File: config.mk
export PLATFORM = sky130hd
export DESIGN_NAME = noc_input_buffer
export DESIGN_NICKNAME = d
export VERILOG_FILES = /design/src/rtl/noc_input_buffer.sv
export SDC_FILE = /design/constraint.sdc
export NUM_CORES = 1
export LEC_CHECK = 0
export CORE_MARGIN = 5
export CORE_UTILIZATION = 59
export CTS_CLUSTER_DIAMETER = 100
export DETAILED_ROUTE_END_ITERATION = 8
export PLACE_DENSITY_LB_ADDON = 0.08
export SYNTH_ARGS = -nofsm -noshare
export SYNTH_HDL_FRONTEND = slang
export SYNTH_SLANG_ARGS = --single-unit
File: constraint.sdc
create_clock -name clk -period 5.6 [get_ports clk]
set_input_delay 0.56 -clock clk [delete_from_list [all_inputs] [get_ports clk]]
set_output_delay 0.56 -clock clk [all_outputs]
set_load 0.02 [all_outputs]
File: src/rtl/noc_input_buffer.sv
// rtl/noc_input_buffer.sv - per-port NoC router input FIFO with registered pop stage
// Optional handshake statistics counter is compiled in with `define BUF_STATS_EN.
module noc_input_buffer #(
    parameter int          DEPTH = 4,
    parameter int          PTR_W = 2,
    parameter logic [3:0]  ADDR  = 4'b0000
) (
    input  logic             clk,
    input  logic             rst_n,
    input  logic             in_valid,
    input  logic [31:0]      in_flit,
    output logic             in_ready,
    input  logic             out_ready,
    output logic             enable,
    output logic [31:0]      flit_out,
    output logic [PTR_W:0]   count
`ifdef BUF_STATS_EN
    ,
    output logic [15:0]      hs_seen
`endif
);

    localparam logic [PTR_W:0] FULL = (PTR_W+1)'(DEPTH);

    logic [31:0]      mem [DEPTH];
    logic [PTR_W-1:0] wr_ptr;
    logic [PTR_W-1:0] rd_ptr;
    logic             push;
    logic             pop;

    // Both handshakes look only at registered count, so there is no bypass path.
    assign in_ready = (count != FULL);
    assign push     = in_valid && in_ready;
    assign pop      = out_ready && (count != '0);

    always_ff @(posedge clk) begin
        if (push) begin
            mem[wr_ptr] <= in_flit;
        end
    end

    always_ff @(posedge clk or negedge rst_n) begin
        if (!rst_n) begin
            wr_ptr   <= '0;
            rd_ptr   <= '0;
            count    <= '0;
            enable   <= 1'b0;
            flit_out <= 32'h0;
        end else begin
            enable <= pop;
            if (push) begin
                wr_ptr <= wr_ptr + PTR_W'(1);
            end
            if (pop) begin
                flit_out <= mem[rd_ptr];
                rd_ptr   <= rd_ptr + PTR_W'(1);
            end
            case ({push, pop})
                2'b10:   count <= count + (PTR_W+1)'(1);
                2'b01:   count <= count - (PTR_W+1)'(1);
                default: count <= count;
            endcase
        end
    end

`ifdef BUF_STATS_EN
    logic hs_hit;

    assign hs_hit = push && (in_flit[31:30] == 2'b11) && (in_flit[25:22] == ADDR);

    always_ff @(posedge clk or negedge rst_n) begin
        if (!rst_n) begin
            hs_seen <= 16'h0;
        end else if (hs_hit && (hs_seen != 16'hFFFF)) begin
            hs_seen <= hs_seen + 16'h1;
        end
    end
`endif

endmodule

==> impl_metrics.ini <==
[run_status]
outcome = finished, final reports clean

[sta]
drv_slew = 0
tightestPinTransition_ns = 0.979
grt_setup_unrepaired = false
slew_headroom = 0.347
skew_ns = 0.00670
hold_viol_final = 0
clock.fmax_ghz = 0.379
fin_crit_sh = 0.471
setup_viol = 0
fin_setup_tns_ns = 0
period_needed_ns = 2.64

[pwr]
p_int_mw = 2.95
swShare = 0.295
power.density_mw_per_mm2 = 548
clkPwrFrac = 0.256
power.switching_mw = 1.24
vdd_drop_max_v = 0.000300
power_mw = 4.19
power.share.combinational = 0.292
p_seq_frac = 0.452
p_leak_nw = 2.83

[final_layout]
antenna_cells = 0
nets = 461
final_cell_area_sq_mm = 0.00764
finish.utilization = 0.740
area_growth_pct = 22.1
drive_above_1_share = 0.164
final_cells = 568

[grt]
use_met2 = 0.299
grtUsageMet1 = 0.242
gr-usage-met3 = 0.0551
grt_pass1_wl_um = 17600
antenna_found_initial = 0
grt_pass1_vias = 3315
busiest_layer = met2
grt_max_degree = 41
track_usage = 0.183
overflow = 0

[drt]
via_per_inst = 5.37
dr.pass1.iters = 4
vias = 3049
wire_per_inst_um = 18.7
wl_um = 10600
final_antenna_net_count = 0
post-route-drc-count = 0
drt-initial-drc-count = 167

[floorplan]
coreArea_sq_mm = 0.0103
die_w_um = 113
start_util = 0.606
dieArea_sq_mm = 0.0128
fp-row-count = 37
io_pins = 73
die_h_um = 113

[synthesis]
postSynth.asyncResetShare = 0.238
netlist_instances = 340
synth_top_cell_area_share = 0.614
synth_top_cell_by_area = edfxtp_1
dominantRegCellSynth = edfxtp_1
ys_ff_latch = 168
yosysMostFrequentCell = edfxtp_1
yosys-top-cells-area = edfxtp_1 (61%), dfrtp_1 (16%), mux4_2 (12%)
netlist_area_sq_mm = 0.00626
synth.avg_cell_area_sq_um = 18.4
synth_common_cells = edfxtp_1 (128), nand2_1 (97), dfrtp_1 (40)
syn_nets = 382
yosysSeqAreaShare = 0.774
synth_edf_count = 128
netlist-cell-type-count = 21
yosys_warnings = 0

[setup_path]
r2r_cells = 9
arrival_ns = 3.08
worstSetupStartpointType = primary input
crit_type = in2reg
cp.required_ns = 6.04
critPathCaptureType = register
path_max_fanout = 35

[clock_tree]
worst_skew_pair.late_latency_ns = 0.51
cts_resized = 0
cts_setup_buffers = 0
clk_pin_slew_ns = 0.06
cts_buffer_depth = 2
cts_hold_buf = 0
cts_tree = yes
clock-sinks = 168
h-tree-depth = 4
clockRootBuffer = clkbuf_8
cts_made_buffers = 17

[placed_design]
dpl.hpwl_um = 6020
dp_cells = 536
gp_congestion = 0.686
io_buffers = 72
dpl_cell_area_sq_mm = 0.00709

[job]
maxCapViolCount = 0

[worst_hold_path]
hp-class = in2async
path summary, 6_finish.rpt:
kind / from / endpoint / slack [ns]
max in group asynchronous: rst_n / rd_ptr[1]$_DFFE_PN0P_ / 4.72
max reg2reg: count[0]$_DFFE_PN0P_ / count[2]$_DFFE_PN0P_ / 3.05
max: out_ready / count[2]$_DFFE_PN0P_ / 2.96
min: rst_n / flit_out[26]$_DFFE_PN0P_ / 0.21
min in group clk: flit_out[13]$_DFFE_PN0P_ / flit_out[13]$_DFFE_PN0P_ / 0.48
min reg2reg: flit_out[13]$_DFFE_PN0P_ / flit_out[13]$_DFFE_PN0P_ / 0.48
power by group through the flow:
stage	logic, mW	registers [mW]	clock network (mW)
2_1_floorplan	0.696	1.98	0
3_3_place_gp	1.23	1.90	0
3_5_place_dp	1.24	1.92	0
4_1_cts	1.25	1.90	1.09
5_1_grt	1.33	1.93	1.15
6_report	1.22	1.89	1.07
layout by cell type (no fill, tap or decap):
| cell type | n |
|---|---|
| and2_4 | 1 |
| and3_2 | 4 |
| buf_2 | 1 |
| buf_4 | 2 |
| bufinv_16 | 2 |
| clkbuf_1 | 6 |
| clkbuf_16 | 16 |
| clkbuf_8 | 2 |
| clkdlybuf4s50_1 | 71 |
| clkinv_1 | 1 |
| clkinv_2 | 2 |
| clkinv_4 | 1 |
| clkinvlp_4 | 2 |
| dfrtp_1 | 38 |
| dfrtp_2 | 2 |
| edfxtp_1 | 128 |
| fa_1 | 1 |
| ha_1 | 5 |
| inv_1 | 6 |
| inv_2 | 1 |
| mux2_4 | 1 |
| mux2i_1 | 1 |
| mux4_2 | 32 |
| nand2_1 | 97 |
| nor2_1 | 1 |
| o31ai_4 | 1 |
| or3b_4 | 1 |
| xnor2_1 | 4 |
| xor2_1 | 2 |
cell type report:
type	instances	area (sq um)
clock buffer	24	450
fill	601	2680
inverter	7	26.3
tap	136	170
clock inverter	8	97.6
timing repair buffer	74	731
sequential	168	4850
multi-input combinational	151	1320
through the flow:
stage	setup slack (ns)	hold slack (ns)
5_1_grt	2.81	0.277
3_3_place_gp	2.41	0.457
6_report	2.96	0.208
2_1_floorplan	3.34	0.264
3_5_place_dp	2.39	0.463
4_1_cts	2.94	0.228
worst max-delay path: stages:
cell and delay, ns:
clkdlybuf4s50_1 0.50, o31ai_4 0.07, buf_4 0.27, inv_2 0.53
ha_1 0.30, inv_1 0.06, fa_1 0.37, xor2_1 0.15
nor2_1 0.11, xor2_1 0.14
registers in the layout, indices dropped and copies added, names as in the netlist:
name      count
rd_ptr        2
flit_out     32
wr_ptr        2
count         3
enable        1
mem         128
kinds of logic after synthesis:
| kind of cell | after synthesis | synth area share |
|---|---|---|
| AOI/OAI and AO/OA | 1 | 0.00340 |
| xor gates and xnor gates | 6 | 0.00839 |
| adders and majority gates | 6 | 0.0132 |
| buffers and inverters | 21 | 0.0152 |
| DFF | 168 | 0.774 |
| muxes | 34 | 0.119 |
| and+or+nand+nor | 104 | 0.0668 |
per-layer routing:
metal / wire (um) / share of wire
met1: 4490 / 0.42
met2: 5440 / 0.51
met4: 78 / 0.0073
met3: 628 / 0.059
met5: 0 / 0
No activity file was read; power rests on OpenSTA's default activity.
